[config.mk]
export PLATFORM = sky130hd
export DESIGN_NAME = mem_stage
export DESIGN_NICKNAME = d
export VERILOG_FILES = /design/src/rtl/rv32i_types.sv /design/src/rtl/mem_stage_align.sv /design/src/rtl/mem_stage.sv
export SDC_FILE = /design/constraint.sdc
export NUM_CORES = 1
export LEC_CHECK = 0
export CORE_AREA = 2 2 443 445
export DETAILED_ROUTE_END_ITERATION = 8
export DIE_AREA = 0 0 445 447
export DONT_BUFFER_PORTS = 1
export PLACE_DENSITY = 0.3
export SYNTH_ARGS = -nofsm -noshare
export SYNTH_HDL_FRONTEND = slang
export SYNTH_HIERARCHICAL = 1
export SYNTH_SLANG_ARGS = --single-unit
[constraint.sdc]
create_clock -name clk -period 2.5 [get_ports clk]
set_clock_uncertainty 0.2 [all_clocks]
set_input_delay 0.5 -clock clk [delete_from_list [all_inputs] [get_ports clk]]
set_output_delay 0.5 -clock clk [all_outputs]
set_load 0.01 [all_outputs]
[src/rtl/rv32i_types.sv]
`default_nettype none
// ============================================================================
//  Package : rv32i_types
//  Shared RV32I pipeline types: writeback mux select, load/store width
//  encodings, memory-stage FSM states and the rvfi trace bundle.
//  Revision: 1.0
// ============================================================================
package rv32i_types;

  typedef enum logic [3:0] {
    rf_alu_out  = 4'd0,
    rf_br_en    = 4'd1,
    rf_u_imm    = 4'd2,
    rf_lw       = 4'd3,
    rf_pc_plus4 = 4'd4,
    rf_lb       = 4'd5,
    rf_lbu      = 4'd6,
    rf_lh       = 4'd7,
    rf_lhu      = 4'd8
  } regfilemux_sel_t;

  typedef enum logic [2:0] {
    lb  = 3'b000,
    lh  = 3'b001,
    lw  = 3'b010,
    lbu = 3'b100,
    lhu = 3'b101
  } load_funct3_t;

  typedef enum logic [2:0] {
    sb = 3'b000,
    sh = 3'b001,
    sw = 3'b010
  } store_funct3_t;

  typedef enum logic [0:0] {
    IDLE = 1'b0,
    WAIT = 1'b1
  } mem_state_t;

  // funct3[1:0] selects the access size for both loads and stores
  localparam logic [1:0] C_SIZE_BYTE = 2'b00;
  localparam logic [1:0] C_SIZE_HALF = 2'b01;

  typedef struct packed {
    logic        valid;
    logic [63:0] order;
    logic [31:0] inst;
    logic        trap;
    logic [4:0]  rs1_addr;
    logic [4:0]  rs2_addr;
    logic [31:0] rs1_rdata;
    logic [31:0] rs2_rdata;
    logic        load_regfile;
    logic [4:0]  rd_addr;
    logic [31:0] rd_wdata;
    logic [31:0] pc_rdata;
    logic [31:0] pc_wdata;
    logic [31:0] mem_addr;
    logic [3:0]  mem_rmask;
    logic [3:0]  mem_wmask;
    logic [31:0] mem_rdata;
    logic [31:0] mem_wdata;
  } rvfi_sigs;

endpackage
`default_nettype wire

[src/rtl/mem_stage_align.sv]
`default_nettype none
// ============================================================================
//  Module  : mem_align
//  Byte-lane alignment for the memory stage: byte masks, lane-shifted store
//  data, right-justified load data and the misalignment flag.
//  Revision: 1.0
// ============================================================================
module mem_align
  import rv32i_types::*;
(
  input  logic [1:0]  addr_lo_i,
  input  logic [2:0]  funct3_i,
  input  logic [31:0] rs2_i,
  input  logic [31:0] rdata_i,
  output logic [3:0]  wmask_o,
  output logic [3:0]  rmask_o,
  output logic [31:0] wdata_o,
  output logic [31:0] rdata_o,
  output logic        misaligned_o
);

  logic [3:0] mask;
  logic       mis;

  // Mask pattern by access size; a misaligned access enables no lanes
  always_comb begin
    mask = 4'b1111;
    mis  = |addr_lo_i;
    case (funct3_i[1:0])
      C_SIZE_BYTE: begin
        mask = 4'b0001 << addr_lo_i;
        mis  = 1'b0;
      end
      C_SIZE_HALF: begin
        mask = 4'b0011 << addr_lo_i;
        mis  = addr_lo_i[0];
      end
      default: begin
        mask = 4'b1111;
        mis  = |addr_lo_i;
      end
    endcase
    if (mis) begin
      mask = 4'b0000;
    end
  end

  assign wmask_o      = mask;
  assign rmask_o      = mask;
  assign misaligned_o = mis;
  assign wdata_o      = rs2_i << {addr_lo_i, 3'b000};
  assign rdata_o      = rdata_i >> {addr_lo_i, 3'b000};

endmodule
`default_nettype wire

[src/rtl/mem_stage.sv]
`default_nettype none
// ============================================================================
//  Module  : mem_stage
//  Memory-access pipeline stage: issues data-memory requests, holds the
//  pipeline until the response, and registers the MEM/WB bundle.
//  Revision: 1.0
// ============================================================================
module mem_stage
  import rv32i_types::*;
(
  input  logic            clk,
  input  logic            rst_n,
  input  logic            ex_valid_i,
  input  logic [31:0]     ex_alu_out_i,
  input  logic [31:0]     ex_rs2_i,
  input  logic [2:0]      ex_funct3_i,
  input  logic            ex_is_load_i,
  input  logic            ex_is_store_i,
  input  logic            ex_br_en_i,
  input  logic [31:0]     ex_imm_i,
  input  logic [31:0]     ex_pc_plus4_i,
  input  regfilemux_sel_t ex_regfilemux_sel_i,
  input  logic [4:0]      ex_rd_i,
  input  rvfi_sigs        ex_rvfi_i,
  output logic [31:0]     dmem_address,
  output logic            dmem_read,
  output logic            dmem_write,
  output logic [3:0]      dmem_wmask,
  output logic [31:0]     dmem_wdata,
  input  logic [31:0]     dmem_rdata,
  input  logic            dmem_resp,
  output logic            stall_o,
  output logic            wb_valid_o,
  output logic [31:0]     wb_mem_rdata_o,
  output logic [31:0]     wb_alu_out_o,
  output logic            wb_br_en_o,
  output logic [31:0]     wb_imm_o,
  output logic [31:0]     wb_pc_plus4_o,
  output regfilemux_sel_t wb_regfilemux_sel_o,
  output logic [4:0]      wb_rd_o,
  output logic            wb_misaligned_o,
  output rvfi_sigs        wb_rvfi_o
);

  logic [3:0]  wmask;
  logic [3:0]  rmask;
  logic [31:0] wdata;
  logic [31:0] rdata_aligned;
  logic        misaligned;
  logic        is_mem;
  logic        memop;
  logic        hold;
  logic        is_ld_op;
  logic        is_st_op;
  mem_state_t  state_q;
  rvfi_sigs    rvfi_d;

  mem_align u_align (
    .addr_lo_i    (ex_alu_out_i[1:0]),
    .funct3_i     (ex_funct3_i),
    .rs2_i        (ex_rs2_i),
    .rdata_i      (dmem_rdata),
    .wmask_o      (wmask),
    .rmask_o      (rmask),
    .wdata_o      (wdata),
    .rdata_o      (rdata_aligned),
    .misaligned_o (misaligned)
  );

  assign is_mem   = ex_is_load_i | ex_is_store_i;
  assign memop    = ex_valid_i & is_mem & ~misaligned;
  assign is_ld_op = memop & ex_is_load_i;
  assign is_st_op = memop & ex_is_store_i;
  // A response without an outstanding request never qualifies anything
  assign hold     = memop & ~dmem_resp;

  // Gating with rst_n drops the request the instant reset asserts
  assign dmem_read    = rst_n & is_ld_op;
  assign dmem_write   = rst_n & is_st_op;
  assign dmem_address = (rst_n & memop) ? {ex_alu_out_i[31:2], 2'b00} : 32'd0;
  assign dmem_wmask   = dmem_write ? wmask : 4'd0;
  assign dmem_wdata   = dmem_write ? wdata : 32'd0;
  assign stall_o      = rst_n & hold;

  // Access sequencing: wait in WAIT until the memory answers
  always_ff @(posedge clk or negedge rst_n) begin
    if (!rst_n) begin
      state_q <= IDLE;
    end else begin
      case (state_q)
        IDLE:    if (memop && !dmem_resp) state_q <= WAIT;
        WAIT:    if (dmem_resp)           state_q <= IDLE;
        default:                          state_q <= IDLE;
      endcase
    end
  end

  // Trace bundle with the memory-side fields filled in here
  always_comb begin
    rvfi_d           = ex_rvfi_i;
    rvfi_d.mem_addr  = ex_alu_out_i;
    rvfi_d.mem_rmask = is_ld_op ? rmask : 4'd0;
    rvfi_d.mem_wmask = is_st_op ? wmask : 4'd0;
    rvfi_d.mem_rdata = is_ld_op ? dmem_rdata : 32'd0;
    rvfi_d.mem_wdata = is_st_op ? wdata : 32'd0;
  end

  // MEM/WB register: capture when the stage advances, bubble while holding
  always_ff @(posedge clk or negedge rst_n) begin
    if (!rst_n) begin
      wb_valid_o          <= 1'b0;
      wb_mem_rdata_o      <= 32'd0;
      wb_alu_out_o        <= 32'd0;
      wb_br_en_o          <= 1'b0;
      wb_imm_o            <= 32'd0;
      wb_pc_plus4_o       <= 32'd0;
      wb_regfilemux_sel_o <= rf_alu_out;
      wb_rd_o             <= 5'd0;
      wb_misaligned_o     <= 1'b0;
      wb_rvfi_o           <= '0;
    end else begin
      wb_valid_o          <= ex_valid_i & ~hold;
      wb_mem_rdata_o      <= rdata_aligned;
      wb_alu_out_o        <= ex_alu_out_i;
      wb_br_en_o          <= ex_br_en_i;
      wb_imm_o            <= ex_imm_i;
      wb_pc_plus4_o       <= ex_pc_plus4_i;
      wb_regfilemux_sel_o <= ex_regfilemux_sel_i;
      wb_rd_o             <= hold ? 5'd0 : ex_rd_i;
      wb_misaligned_o     <= ex_valid_i & is_mem & misaligned;
      wb_rvfi_o           <= rvfi_d;
    end
  end

endmodule
`default_nettype wire

==> results.txt, run 1 <==
The total of endpoints with negative setup slack in the final report came out at 50. The worst slew margin relative to its limit is -17.0%. The via-per-instance ratio came out at 2.47. The cell chosen for the clock root is sky130_fd_sc_hd__clkbuf_16. The count of cell types in the netlist came out at 30. The endpoint required time on the critical path came out at 1800 ps.

For this run, the top clock speed supported by timing is 0.323 GHz. In the global route stage, overall resource usage came out at 9.56%. After global routing the overflow that remains totals 0. The area share of the largest cell type after synthesis is 81.8%. In the routed design, unresolved DRC markers number 0. The final reports fail on hold timing, slew limit, setup timing. From synthesis to final layout, the design area changed by 69.5%. After layout, the worst path uses 124% of the clock period. The total die area is 0.199 sq mm.

The total of hold buffers inserted after clock tree synthesis is 475. The congestion estimate from routability-driven global placement came to 0.867. Counting flops and latches in the post-synthesis netlist gives 486. The highest net fanout along the worst path is 525. The fraction of layout cells with a size suffix above 1 is 13.5%.

The smallest clock period supported by the final layout is computed as 3100 ps. Setup repair after global routing could not meet its margin everywhere. Synthesis handed over a netlist of 872 instances. The critical path is of the input pin to output pin type. Dividing the detail-routed wire length by the instance count gives 25.2 um.

The compound-gate portion of the synthesized area is 1.92%. After synthesis, the cell types taking the most area are sky130_fd_sc_hd__dfrtp_1 (82%), sky130_fd_sc_hd__mux2i_1 (4.3%), sky130_fd_sc_hd__and2_1 (3.7%), sky130_fd_sc_hd__buf_4 (2.4%), sky130_fd_sc_hd__and3_1 (1.5%). In this run, CTS created clock tree buffers numbering 61.

The starting density of the core came out at 7.65%. By instance count, the leading cell after synthesis is sky130_fd_sc_hd__dfrtp_1. The flow ran to the end, but the final reports show violations. Dividing the synthesized area by the synthesized cell count gives 17.0 sq um.

The simple-gate share of the synthesized area is 7.30%. The setup slack at placement is -162 ps. The share of flip-flops with an asynchronous set or reset after synthesis came out at 100%. After synthesis, the most frequently instantiated cells are sky130_fd_sc_hd__dfrtp_1 (486), sky130_fd_sc_hd__and2_1 (89), sky130_fd_sc_hd__mux2i_1 (64). VDD sags by at most 0.571 mV. The detailed router finished its first iteration with 678 violations. The finished cells cover 0.0252 sq mm.

The die is 447 um tall. The via count of the first global-routing pass came to 10,540. The setup TNS came out at -23,830 ps. The post-synthesis mux area share came out at 4.31%. The slew of the pin with the lowest slew margin came out at 1760 ps. The cell accounting for the most synthesized area is sky130_fd_sc_hd__dfrtp_1. In the synthesized netlist the dominant register cell turns out to be sky130_fd_sc_hd__dfrtp_1. TritonCTS built the clock tree.

The adder-cell share of the synthesized area is 0%. Across all hold checks on the routed design, the worst slack comes to -714 ps. The post-route antenna net violation count came out at 0. 1,146 I/O pins were placed. The arrival time reported for the critical path endpoint came out at 2400 ps. STA classifies the critical path startpoint as an input pin. The final layout net count is 1,962. The number of endpoints with negative hold slack in the final report came out at 486.

The number of synthesis warnings is 6. Entering global routing, the biggest net connects 526 pins. The worst hold path belongs to the class input pin to async pin. The routed design has 101,000 um of wire. The count of flip-flops with a built-in enable after synthesis came out at 0.

The maximum level of the CTS H-tree came out at 2. The instance area after placement came out at 0.0181 sq mm. The pre-antenna-repair detailed-routing pass consisted of 5 iterations. The routed via count is 9,894.

The share of the yosys chip area belonging to registers came out at 81.8%. The initial antenna violation count came to 55. The tree built by TritonCTS fans out to 486 sinks.

Once detailed placement completed, the half-perimeter wirelength came to 79,400 um. The total number of placement rows is 162. The worst setup path is captured at an output pin. The number of pins exceeding their max-slew limit in the final report was 111. By area, the combinational part of the netlist is dominated by simple AND/OR/NAND/NOR gates. The first global-routing pass estimated 123,000 um of wire. The area of the placeable core is 0.194 sq mm. No sink is reached through more buffers than the 3 on the longest clock path. Summing internal, switching and leakage power gives 19.9 mW. The count of buffers from port buffering came out at 0. The post-synthesis xor/xnor area fraction came out at 0.118%. Setup slack on the critical path of the routed design comes to -597 ps. The cell area after synthesis is 0.0149 sq mm. The power per cell area came out at 788 mW/mm^2.

The clock transition time at the flip-flop clock pins of the worst setup and hold paths came out at 60 ps. In this run the horizontal extent of the chip is 445 um. In this run the static leakage power is 10.5 nW. The max-capacitance violation count came out at 0.
==> layer usage <==
metal  share of wire (%)  track usage (%)  up-vias  routed length [um]
li1                    -                -     3862                   -
met5                0.18            0.464        -                 179
met1                  32             9.39     5128               32500
met4                 4.8             4.05       10                4880
met3                  12             4.90      218               12000
met2                  51             16.8      676               51300
==> area by class of cell <==
type | count | area (sq um)
diodes | 7 | 17.5
fillers | 21729 | 169000
clock buffers | 81 | 1730
well taps | 2542 | 3180
inverters | 31 | 116
clock inverters | 32 | 453
multi-input cells | 280 | 2080
repair buffers | 545 | 5440
flip-flops and latches | 486 | 12200
==> power by group <==
group,internal [mW],switching (mW)
clock,5.73,3.97
sequential,8.25,0.697
combinational,0.715,0.493
==> state kept, by name, summed over array words and instances (netlist names) <==
signal               cells
wb_imm_o                32
wb_valid_o               1
wb_alu_out_o            32
wb_misaligned_o          1
wb_rd_o                  5
wb_br_en_o               1
wb_rvfi_o              346
wb_mem_rdata_o          32
wb_pc_plus4_o           32
wb_regfilemux_sel_o      4
==> repair_timing <==
item,CTS,global route
cloned,0,1
hold endpoints to repair,967,486
gates resized for setup,7,4
buffers inserted,0,1
endpoints found under the setup margin,28,36
==> critical path: stages <==
cell and delay (ps):
sky130_fd_sc_hd__nand2b_4 510, sky130_fd_sc_hd__buf_4 180, sky130_fd_sc_hd__clkbuf_16 150, sky130_fd_sc_hd__nor3_1 50, sky130_fd_sc_hd__buf_4 150
==> cell families (layout without fill, tap and decap cells) <==
family	count (synthesis)	count (layout)
compound gates	26	26
other cells	1	9
mux	64	64
flops	486	486
simple gates	186	186
xor+xnor	2	2
buf+inv	107	689
==> stage by stage <==
stage	cells	util (%)
3_3_place_gp	3407	9.32
2_1_floorplan	873	-
5_1_grt	4000	13.0
3_5_place_dp	3407	9.32
4_1_cts	3995	12.9
6_report	4004	13.0
==> worst paths after layout <==
path	startpoint	to	slack, ps	cells past startpoint
min in group clk	ex_rs2_i[21]	wb_rvfi_o[21]	90	3
max in group asynchronous	rst_n	wb_rvfi_o[23]	1380	0
worst max-delay path	rst_n	dmem_address[25]	-600	5
worst min-delay path	rst_n	wb_rvfi_o[196]	-710	0
==> layout by cell type, fill, tap and decap left out, types with 2 or more instances in the layout <==
cell type and instances:
sky130_fd_sc_hd__o31a_1 6, sky130_fd_sc_hd__dfrtp_1 486, sky130_fd_sc_hd__nor2_1 20, sky130_fd_sc_hd__conb_1 2
sky130_fd_sc_hd__nor3_1 32, sky130_fd_sc_hd__buf_6 2, sky130_fd_sc_hd__o2bb2ai_2 10, sky130_fd_sc_hd__inv_1 31
sky130_fd_sc_hd__clkinv_2 8, sky130_fd_sc_hd__mux2i_1 64, sky130_fd_sc_hd__bufinv_16 8, sky130_fd_sc_hd__clkinv_4 2
sky130_fd_sc_hd__and2_1 89, sky130_fd_sc_hd__o2bb2ai_1 6, sky130_fd_sc_hd__clkbuf_16 62, sky130_fd_sc_hd__diode_2 7
sky130_fd_sc_hd__clkinvlp_4 4, sky130_fd_sc_hd__and3_1 36, sky130_fd_sc_hd__buf_4 59, sky130_fd_sc_hd__and3b_2 2
sky130_fd_sc_hd__buf_16 2, sky130_fd_sc_hd__clkbuf_1 7, sky130_fd_sc_hd__dlygate4sd3_1 473, sky130_fd_sc_hd__clkbuf_8 13
sky130_fd_sc_hd__buf_12 8, sky130_fd_sc_hd__inv_6 6, sky130_fd_sc_hd__inv_8 2
Power figures use the tool's default switching activity.
==> run 2, diff against run 1 <==
Settings changed: SETUP_SLACK_MARGIN set to 0.5.
==> results.txt, run 2 (same netlist as run 1, synthesis figures left out) <==
The number of flip-flops under the largest register name is 346 (unchanged). The arrival time reported for the critical path endpoint came out at 2340 ps (-60 ps). The post-route antenna net violation count is 0 (unchanged). The number of pins exceeding their max-slew limit in the final report was 151 (+36%). TritonCTS built the clock tree. The launching element of the worst setup path is rst_n. The power per cell area came out at 791 mW/mm^2 (+0.26%).

The met3 capacity usage during global routing is 4.91% (+0.013 points). Setup repair after global routing could not meet its margin everywhere. The routing usage on met1 is 8.81% (-0.58 points). The total number of placement rows was 162 (unchanged).

The final weighted congestion in routability-driven placement was 0.857 (-1.1%). The worst slew margin relative to its limit is -24.9% (-7.8 points). The number of ports placed on the die boundary came out at 1,146 (unchanged). The number of remaining DRC errors is 0 (unchanged). The tree is rooted in a sky130_fd_sc_hd__clkbuf_16. The final critical-path share of the clock period is 122% (-2.2 points).

The flow ran to the end, but the final reports show violations. Traced cell by cell, the critical path runs through nand2b_4, buf_12, clkbuf_16, nor3_4. The area of the placeable core is 0.194 sq mm (unchanged). The die width came out at 445 um (unchanged).

The max-capacitance violation count was 0 (unchanged). The time the worst path needs with I/O delays and setup is 3040 ps (-54.9 ps). The starting density of the core is 7.65% (unchanged).

The slew of the pin with the lowest slew margin is 1870 ps (+118 ps). The commonest non-fill, non-tap cell in the layout is sky130_fd_sc_hd__dlygate4sd3_1. The relative area change from synthesis to final layout is 72.6%. The post-detailed-routing wire length was 97,600 um (-3.2%).

The clock transition time at the flip-flop clock pins of the worst setup and hold paths came out at 60 ps (about the same). The met2 usage in global routing came to 17.2% (+0.45 points). The number of buffers added by the clock tree synthesis step came out at 67 (+9.8%). The final reports fail on hold timing, slew limit, setup timing.

The number of sinks driven by the clock tree is 486 (unchanged). The initial antenna violation count is 54 (-1.8%). The startpoint kind of the worst setup timing path is an input pin. The layer flagged by global routing as most heavily used is met2.

The final cell count without fillers is 3,979 (-0.62%). The endpoint required time on the critical path is 1800 ps (about the same). The worst-case setup margin in the final layout is -542 ps (+54.9 ps). The routed via count is 9,658 (-2.4%). The top cell types in the final layout, fill and taps aside, are sky130_fd_sc_hd__dlygate4sd3_1 (471), sky130_fd_sc_hd__dfrtp_1 (455), sky130_fd_sc_hd__and2_1 (88).

The number of design-rule violations left by the first detailed-router iteration came out at 656 (-3.2%). The slowest stage of the critical path belongs to the cell sky130_fd_sc_hd__nand2b_4. The via-per-instance ratio came to 2.43 (-1.8%). The deepest clock path buffer count is 3 (unchanged). The total leakage power came to 10.5 nW (-0.15%). The highest net fanout along the worst path came to 525 (unchanged). The global-route wire length before repair is 119,000 um (-2.6%). The sum of overflow across all layers after global routing is 0 (unchanged).

The total of hold buffers inserted after clock tree synthesis was 474 (-0.21%). The die extent in y is 447 um (unchanged). The via count of the first global-routing pass came out at 10,537 (-0.028%). The maximum cell stage delay along the critical path was 500 ps (about the same). The total routing usage reported by global routing is 9.32% (-0.23 points). The maximum level of the CTS H-tree came out at 3 (+1).

The count of buffers from port buffering came to 0 (unchanged). The critical path in this run is classified as input pin to output pin. The total of endpoints with negative setup slack in the final report is 46 (-8.0%). The final layout net count came to 1,930 (-1.6%). The total placed cells including tap cells came out at 3,367 (-1.2%). The largest voltage drop on the vdd net was 0.477 mV (-16%).

The setup slack at placement is 72.1 ps (+234 ps). The fraction of layout cells with a size suffix above 1 was 18.5% (+5.0 points). The largest net degree at the start of global routing came out at 526 (unchanged). The worst hold margin came out at -669 ps (+44.4 ps). The number of endpoints with negative hold slack in the final report was 486 (unchanged). The core occupancy in the finished layout is 13.2% (+0.24 points). The total die area came to 0.199 sq mm (unchanged). The post-DP HPWL came out at 75,800 um (-4.6%). The worst setup path is captured at an output pin. In this run the worst hold path is classified as input pin to async pin.

The maximum clock frequency came out at 0.329 GHz (+1.8%). The iteration count of the initial detailed-routing pass came to 4 (-1). The register with the most flip-flops in the final layout is wb_rvfi_o. The routed wirelength normalized by instance count came to 24.5 um (-2.6%).
run 2: path summary, 6_finish.rpt:
check                                   to  slack [ps]  cells past startpoint
max                        dmem_address[9]        -540                      4
min                         wb_rvfi_o[261]        -670                      0
max in group asynchronous  wb_alu_out_o[9]        1020                      0
min in group clk             wb_rvfi_o[54]          90                      2
run 2: worst max-delay path, delay by kind of cell:
| family | cells | cell delay (ps) |
|---|---|---|
| buf+inv | 2 | 380 |
| simple gates | 2 | 560 |
run 2: stage by stage:
step	power [mW]	TNS (ps)	instance area, sq um
final	20.3	-22210	25600
after global routing	21.2	-3140	25600
after CTS	20.8	0	25500
after detailed placement	9.55	0	18300
after global placement	9.55	0	18300
after floorplan	9.15	0	15400
run 2: area by class of cell:
| class | count | area (sq um) |
|---|---|---|
| diodes | 11 | 27.5 |
| clock buffers | 86 | 1870 |
| clock inverters | 36 | 445 |
| fillers | 21682 | 169000 |
| inverters | 31 | 116 |
| multi-input cells | 280 | 2590 |
| flip-flops and latches | 486 | 12200 |
| well taps | 2542 | 3180 |
| repair buffers | 507 | 5190 |
run 2: where the power goes:
part	internal [mW]	switching [mW]
Combinational	0.734	0.527
Clock	5.92	4.19
Sequential	8.26	0.635
Total	14.9	5.35
run 2: routing by layer:
metal | vias to the layer above | part of all wire (%)
met3 | 195 | 12
met1 | 5012 | 31
met4 | 0 | 2.9
li1 | 3821 | -
met5 | - | 0
met2 | 630 | 54
run 2: timing repair:
item | in CTS | in global routing
pin swaps | 1 | 22
endpoints found under the hold margin | 961 | 486
endpoints found under the setup margin | 175 | 147
resized for setup | 51 | 12
setup buffers | 1 | 2
cloned | 0 | 2
==> run 3, diff against run 2 <==
Settings changed: CELL_PAD_IN_SITES_DETAIL_PLACEMENT set to 1, CELL_PAD_IN_SITES_GLOBAL_PLACEMENT set to 2, CORE_AREA 2 2 443 445 to 2 2 442 444, DIE_AREA 0 0 445 447 to 0 0 444 446.
==> results.txt, run 3 (same netlist as run 1, synthesis figures left out) <==
The run finished, with violations left. The checks that failed: hold timing. The setup TNS came out at 0 ps (+22,210 ps). The worst slew margin relative to its limit came out at 34.6% (+59 points). The total of endpoints with negative setup slack in the final report came out at 0 (-100%). The class of the most critical setup path is input pin to output pin. The iteration count of the initial detailed-routing pass is 4 (unchanged).

The total leakage power is 10.5 nW (about the same). The library cell used most frequently in the layout, excluding fill and tap cells, is sky130_fd_sc_hd__dlygate4sd3_1. The post-route antenna net violation count is 0 (unchanged).

The via count of the first global-routing pass was 11,031 (+4.7%). The worst hold margin was -652 ps (+17.2 ps). The maximum clock frequency was 0.445 GHz (+35%). The total die area came out at 0.198 sq mm (-0.45%). The number of ports placed on the die boundary came out at 1,146 (unchanged).

The global-route wire length before repair was 119,000 um (-0.29%). The largest net degree at the start of global routing came out at 526 (unchanged). The initial antenna violation count is 41 (-24%). The number of pins exceeding their max-slew limit in the final report was 0 (-100%).

The maximum level of the CTS H-tree came out at 3 (unchanged). The starting density of the core is 7.68% (+0.024 points). For this design, the slowest cell found on the critical path is sky130_fd_sc_hd__and3b_4. The post-DP HPWL was 69,800 um (-7.9%). The number of remaining DRC errors is 0 (unchanged).

The total routing usage reported by global routing is 9.18% (-0.14 points). The worst setup path is captured at an output pin. The setup slack at placement is 197 ps (+125 ps).

The fraction of layout cells with a size suffix above 1 is 20.5% (+2.0 points). The final layout net count is 1,940 (+0.52%). The via-per-instance ratio was 2.43 (about the same). The post-detailed-routing wire length came to 95,700 um (-1.9%). The number of flip-flops under the largest register name is 346 (unchanged). The final weighted congestion in routability-driven placement came out at 0.869 (+1.4%). Setup repair after global routing could not meet its margin everywhere. TritonCTS built the clock tree. The routed wirelength normalized by instance count came out at 24.1 um (-1.8%). The number of buffers added by the clock tree synthesis step came out at 67 (unchanged).

The total power draw is 20.0 mW (-1.4%). The tightest min-delay check is of the input pin to async pin type. The final critical-path share of the clock period came out at 89.8% (-32 points). The count of buffers from port buffering is 0 (unchanged). The endpoint required time on the critical path is 1800 ps (about the same).

In the layout the commonest cells are sky130_fd_sc_hd__dlygate4sd3_1 (472), sky130_fd_sc_hd__dfrtp_1 (432), sky130_fd_sc_hd__and2_1 (88). The maximum cell stage delay along the critical path came out at 340 ps (-160 ps). The die width is 444 um (-0.22%). The time the worst path needs with I/O delays and setup came out at 2250 ps (-796 ps). The highest net fanout along the worst path is 25 (-95%). The max-capacitance violation count is 0 (unchanged). The fill cell instance count of the final layout is 21,936 (+1.2%).

The routed via count came to 9,651 (-0.072%). The relative area change from synthesis to final layout is 73.8%. The die extent in y is 446 um (-0.22%). Traced cell by cell, the critical path runs through a21oi_4, nor2_4, and3b_4, buf_12, and3_1. The largest voltage drop on the vdd net is 0.424 mV (-11%). The area of the placeable core came out at 0.194 sq mm (-0.31%).

The number of endpoints with negative hold slack in the final report is 286 (-41%). The clock transition time at the flip-flop clock pins of the worst setup and hold paths came out at 50 ps (about the same). The worst-case setup margin in the final layout is 254 ps (+796 ps).

The startpoint kind of the worst setup timing path is an input pin. The final cell count without fillers is 3,977 (-0.050%). In this run the clock root is driven by a sky130_fd_sc_hd__clkbuf_16.

The sum of overflow across all layers after global routing is 0 (unchanged). The total placed cells including tap cells came out at 3,360 (-0.21%). The number of design-rule violations left by the first detailed-router iteration came out at 467 (-29%). The power per cell area came out at 774 mW/mm^2 (-2.1%). The total number of placement rows is 162 (unchanged).

The largest register by flop count is wb_rvfi_o. The slew of the pin with the lowest slew margin is 977 ps (-896 ps). The arrival time reported for the critical path endpoint came out at 1550 ps (-790 ps). The number of sinks driven by the clock tree is 486 (unchanged).

The deepest clock path buffer count was 3 (unchanged).
## run 3: cell count changes in the layout (fill, tap and decap cells not counted), sizes merged, moves of 2 or more
cell | before | now
clkinvlp | 2 | 8
inv | 43 | 39
diode | 11 | 5
clkbuf | 88 | 86
buf | 33 | 40
bufinv | 5 | 2
## run 3: critical path, delay by kind of cell
family                 cells  cell delay (ps)
and+or+nand+nor            3              670
buffers and inverters      1              180
AOI/OAI and AO/OA          1              140
## run 3: path summary, 6_finish.rpt
kind                                 from                end  slack (ps)  cells after the start
worst min-delay path                rst_n      wb_rvfi_o[16]        -650                      0
max in group asynchronous           rst_n     wb_rvfi_o[369]         660                      3
min in group clk           dmem_rdata[10]  wb_mem_rdata_o[2]          50                      2
worst max-delay path       ex_funct3_i[0]     dmem_wdata[27]         250                      5
## run 3: layout make-up
type | instances | area (sq um) | area share [%]
tap | 2542 | 3180 | 12.3
inverter | 31 | 116 | 0.450
multi-input combinational | 280 | 2600 | 10.1
antenna | 5 | 12.5 | 0.0484
sequential | 486 | 12200 | 47.4
clock buffer | 82 | 1820 | 7.06
clock inverter | 34 | 362 | 1.40
timing repair buffer | 517 | 5490 | 21.3
## run 3: power breakdown
group / switching [mW] / internal (mW)
Sequential: 0.596 / 8.27
Clock: 4.15 / 5.49
Combinational: 0.699 / 0.784
## run 3: routing by layer
metal	track usage, %	part of all wire, %	up-vias	wire, um
met5	0	0	-	0
met4	2.72	2.6	0	2510
met3	4.01	9.1	150	8740
met2	17.3	55	561	52700
met1	8.92	33	5116	31800
li1	-	-	3824	-
## run 3: stage by stage
step           utilization [%]  instance area (sq um)  hold slack, ps
2_1_floorplan                -                  15400            4.41
3_3_place_gp              9.43                  18200            23.1
3_5_place_dp              9.43                  18200            24.4
4_1_cts                   13.2                  25500            -750
5_1_grt                   13.3                  25800            -752
6_report                  13.3                  25800            -652
## run 3: timing repair
item,CTS,global route
setup endpoints to repair,133,86
resized for setup,82,8
endpoints found under the hold margin,970,402
pin swaps,1,0
hold buffers,470,5
setup buffers,10,1
gates cloned,3,4
==> variant 1, RTL diff (settings of run 1) <==
Take the reset off `wb_imm_o` and load it in a clocked block of its own.
--- a/src/rtl/mem_stage.sv
+++ b/src/rtl/mem_stage.sv
@@ -112,7 +112,6 @@
       wb_mem_rdata_o      <= 32'd0;
       wb_alu_out_o        <= 32'd0;
       wb_br_en_o          <= 1'b0;
-      wb_imm_o            <= 32'd0;
       wb_pc_plus4_o       <= 32'd0;
       wb_regfilemux_sel_o <= rf_alu_out;
       wb_rd_o             <= 5'd0;
@@ -123,7 +122,6 @@
       wb_mem_rdata_o      <= rdata_aligned;
       wb_alu_out_o        <= ex_alu_out_i;
       wb_br_en_o          <= ex_br_en_i;
-      wb_imm_o            <= ex_imm_i;
       wb_pc_plus4_o       <= ex_pc_plus4_i;
       wb_regfilemux_sel_o <= ex_regfilemux_sel_i;
       wb_rd_o             <= hold ? 5'd0 : ex_rd_i;
@@ -132,6 +130,10 @@
     end
   end
 
+  always_ff @(posedge clk) begin
+    wb_imm_o <= ex_imm_i;
+  end
+
 endmodule
 `default_nettype wire
 
Behaviour: not the same (Yosys sat finds a counterexample within 4 cycles, from zero or initial values and one cycle with rst_n low).
==> variant 1 against run 1 <==
The flow still finishes with violations (negative hold slack, max-slew violations, negative setup slack); critical path type unchanged; clock power fell by 2%; area after synthesis shrank 1.1%; count of clock-buffer cells in the layout shrank 2; power is 0.62% lower; sequential cell count unchanged; design area down 0.12%; setup slack improved by 0.032 ns; final cell count increased by 0.50%; routed wire length increased by 8.4%; largest power group unchanged; largest cell class unchanged.
==> variant 1: results <==
[synth]
synthMuxAreaShare_pct = 4.36
synth-xor-area-share_pct = 0.119
synth_compound_area_share_pct = 1.94
synth.distinct_cells = 31
yosysWarningCount = 6
synth_commonest_cells = 454 x dfrtp_1, 89 x and2_1, 64 x mux2i_1
seq_area_frac_synth_pct = 81.6
async_flop_share_pct = 93.4
synth_area_leaders = dfrtp_1 77%, dfxtp_1 4.4%, mux2i_1 4.4%

[min_path]
hp-class = primary input to async pin

[global_routing]
grt_max_degree = 494
grtUsageMet2_pct = 19.5
grt_util_all_layers_pct = 10.5
grt_pass1_wl_um = 132000
grtUsageMet1_pct = 9.56
antenna_found_initial = 60
grt_pass1_vias = 10700
grtUsageMet3_pct = 6.14

[run_status]
status = finished with violations
failed_checks = negative hold slack, max-slew violations, negative setup slack

[sta]
hold_viol_final = 454
finalWorstSetupSlack_ns = -0.565
fin_hold_ws_ns = -0.734
setup_viol = 55
fin_tns_setup_ns = -24.64
tightest_slew_ns = 1.73
report.final.slew_viol_count = 107

[routing]
dr_wl_met2_um = 59500
vias_per_cell = 2.45
met3_length_um = 14000
wl_per_cell_um = 27.2
m1WireLength_um = 33300
first_iter_violations = 555
drtPass1Iterations = 5

[pwr]
peakVddDrop_uv = 473
leakagePower_nw = 10.5
clkPwrFrac_pct = 48.2
p_sw_share_pct = 26.8

[placement]
gp_congestion = 0.918
dpl_worst_slack_ns = 0.00155
place_area_mm2 = 0.0179
hpwl_um = 86500

[critical_path]
path_max_fanout = 493
slowest_delay_ns = 0.49
cp_slowest_cell = nand2b_4
crit_family = simple AND/OR/NAND/NOR gates
cp.arrival_ns = 2.37

[cts]
cts.reportedPaths.clkPinSlew_ns = 0.06
cts_resized = 2
holdBufCountCts = 492
cts_buffers = 60

[finish]
fin_nets = 1974
drive_gt1_share_pct = 13.7
-- variant 1: changes by cell type after synthesis, sizes merged --
cell,delta
dfrtp,-32
dfxtp,+32
-- variant 1: cells by family after synthesis --
| kind of cell | Yosys count |
|---|---|
| flip-flops | 486 |
| XOR/XNOR | 2 |
| AND/OR/NAND/NOR | 186 |
| AO/OA/AOI/OAI | 26 |
| multiplexers | 64 |
| buffers and inverters | 107 |
| other | 1 |
-- variant 1: cell type report --
class,instances,area [um^2]
Inverter,31,116
Clock inverter,33,420
Tap cell,2542,3180
Antenna cell,15,37.5
Multi-Input combinational cell,280,2090
Fill cell,21800,169000
Sequential cell,486,12000
Clock buffer,79,1700
Timing Repair Buffer,558,5600
-- variant 1: stage by stage --
stage | util (%) | hold slack (ns) | instances
after floorplan | - | 0.00441 | 873
after global placement | 9.24 | 0.0224 | 3404
after detailed placement | 9.24 | 0.0178 | 3404
after CTS | 12.9 | -0.810 | 4008
after global routing | 12.9 | -0.797 | 4016
final | 13.0 | -0.734 | 4024
-- variant 1: power by group through the flow --
stage	clock [mW]	sequential, mW	combinational, mW
finish	9.52	8.97	1.24
detailed placement	0	9.17	0.430
global placement	0	9.18	0.428
CTS	9.96	9.03	1.26
floorplan	0	8.71	0.349
global route	10.3	9.03	1.34
-- variant 1: worst max-delay path by stage --
stage	to	slack, ns	startpoint	depth (start not counted)
floorplan	dmem_address[10]	0.03	ex_alu_out_i[1]	8
global placement	dmem_address[5]	-0.02	rst_n	5
detailed placement	dmem_address[5]	0.002	ex_alu_out_i[0]	7
CTS	dmem_address[15]	0.003	rst_n	5
global route	dmem_wdata[21]	-0.03	ex_rs2_i[5]	4
finish	dmem_address[30]	-0.57	rst_n	5
==> variant 2, RTL diff (config.mk and constraints of run 1) <==
Made on the original files. Reset style: synchronous (`rst_n`), changed in 2 clocked blocks.
--- a/src/rtl/mem_stage.sv
+++ b/src/rtl/mem_stage.sv
@@ -83,7 +83,7 @@
   assign stall_o      = rst_n & hold;
 
   // Access sequencing: wait in WAIT until the memory answers
-  always_ff @(posedge clk or negedge rst_n) begin
+  always_ff @(posedge clk) begin
     if (!rst_n) begin
       state_q <= IDLE;
     end else begin
@@ -106,7 +106,7 @@
   end
 
   // MEM/WB register: capture when the stage advances, bubble while holding
-  always_ff @(posedge clk or negedge rst_n) begin
+  always_ff @(posedge clk) begin
     if (!rst_n) begin
       wb_valid_o          <= 1'b0;
       wb_mem_rdata_o      <= 32'd0;
Behaviour: differs if rst_n is asserted again (counterexample within 4 cycles, from zero or initial values and one cycle with rst_n low); with rst_n held inactive, the same outputs for 4 cycles.
==> variant 2 against run 1 <==
The flow finishes with violations (negative setup slack); area after synthesis increased by 3.2%; setup slack improved by 0.35 ns; maximum frequency up 13%; design area increased by 11%; worst hold slack improved by 0.78 ns; non-clock buffer count grew 255; power increased by 5.0%; sequential cell count did not move; largest cell class unchanged; die area stayed put; utilization up 1.5 points; first-iteration DRC count decreased by 23%; routed wire length is 10% higher.
==> variant 2: results <==
[placement]
hpwl_um = 85500
place_area_mm2 = 0.0182
dp.cells = 3774
gp_congestion = 0.765

[global_routing]
antenna_found_initial = 57
grt_pass1_vias = 12900
grtUsageMet1_pct = 10.6
grtUsageMet2_pct = 18.1
grt_pass1_wl_um = 136000
grt_max_degree = 350
grtUsageMet3_pct = 5.88

[sta]
fin_hold_ws_ns = 0.0709
hold_viol_final = 0
finalWorstSetupSlack_ns = -0.244
setup_viol = 4

[synth]
synth.distinct_cells = 32
synthFlopType = dfxtp_1
synth_commonest_cells = 496 x and2_1, 486 x dfxtp_1, 64 x mux2i_1
async_flop_share_pct = 0

[pwr]
p_int_mw = 15.3
peakVddDrop_uv = 442
clkPwrFrac_pct = 49.3
seqPwrFrac_pct = 41.9
p_clk_mw = 10.3

[run_status]
status = finished with violations
failed_checks = negative setup slack

[routing]
wl_per_cell_um = 23.9
m1WireLength_um = 38500
routed_wl_um = 111000
vias_per_cell = 2.63
met3_length_um = 13100
first_iter_violations = 522
dr_wl_met2_um = 54600

[critical_path]
crit_path_end = dmem_address[9]
cp_slowest_cell = and2_4
slowest_delay_ns = 0.58
path_max_fanout = 349
cp.arrival_ns = 2.04

[cts]
cts_buffers = 69
htree_levels = 3

[finish]
drive_gt1_share_pct = 11.2
==> variant 2: cells by family (layout without fill, tap and decap cells) <==
kind of cell / Yosys count / after routing / synth area share (%)
AO/OA/AOI/OAI: 25 / 25 / 1.86
XOR/XNOR: 2 / 2 / 0.114
buffers and inverters: 119 / 922 / 5.66
flip-flops: 486 / 486 / 63.4
multiplexers: 64 / 64 / 4.18
other: 1 / 14 / 0.0244
AND/OR/NAND/NOR: 591 / 591 / 24.8
==> variant 2: final cells by class <==
cell class | instances | area [um^2]
clock inverters | 33 | 482
multi-input cells | 684 | 4790
well taps | 2542 | 3180
flip-flops and latches | 486 | 9730
fillers | 21800 | 166000
clock buffers | 89 | 1870
repair buffers | 800 | 7990
diodes | 12 | 30.0
==> variant 2: repair_timing <==
item	CTS	global route
endpoints found under the hold margin	477	0
setup endpoints to repair	0	2
gates resized for setup	0	4
hold buffers	738	0
setup buffers	0	1
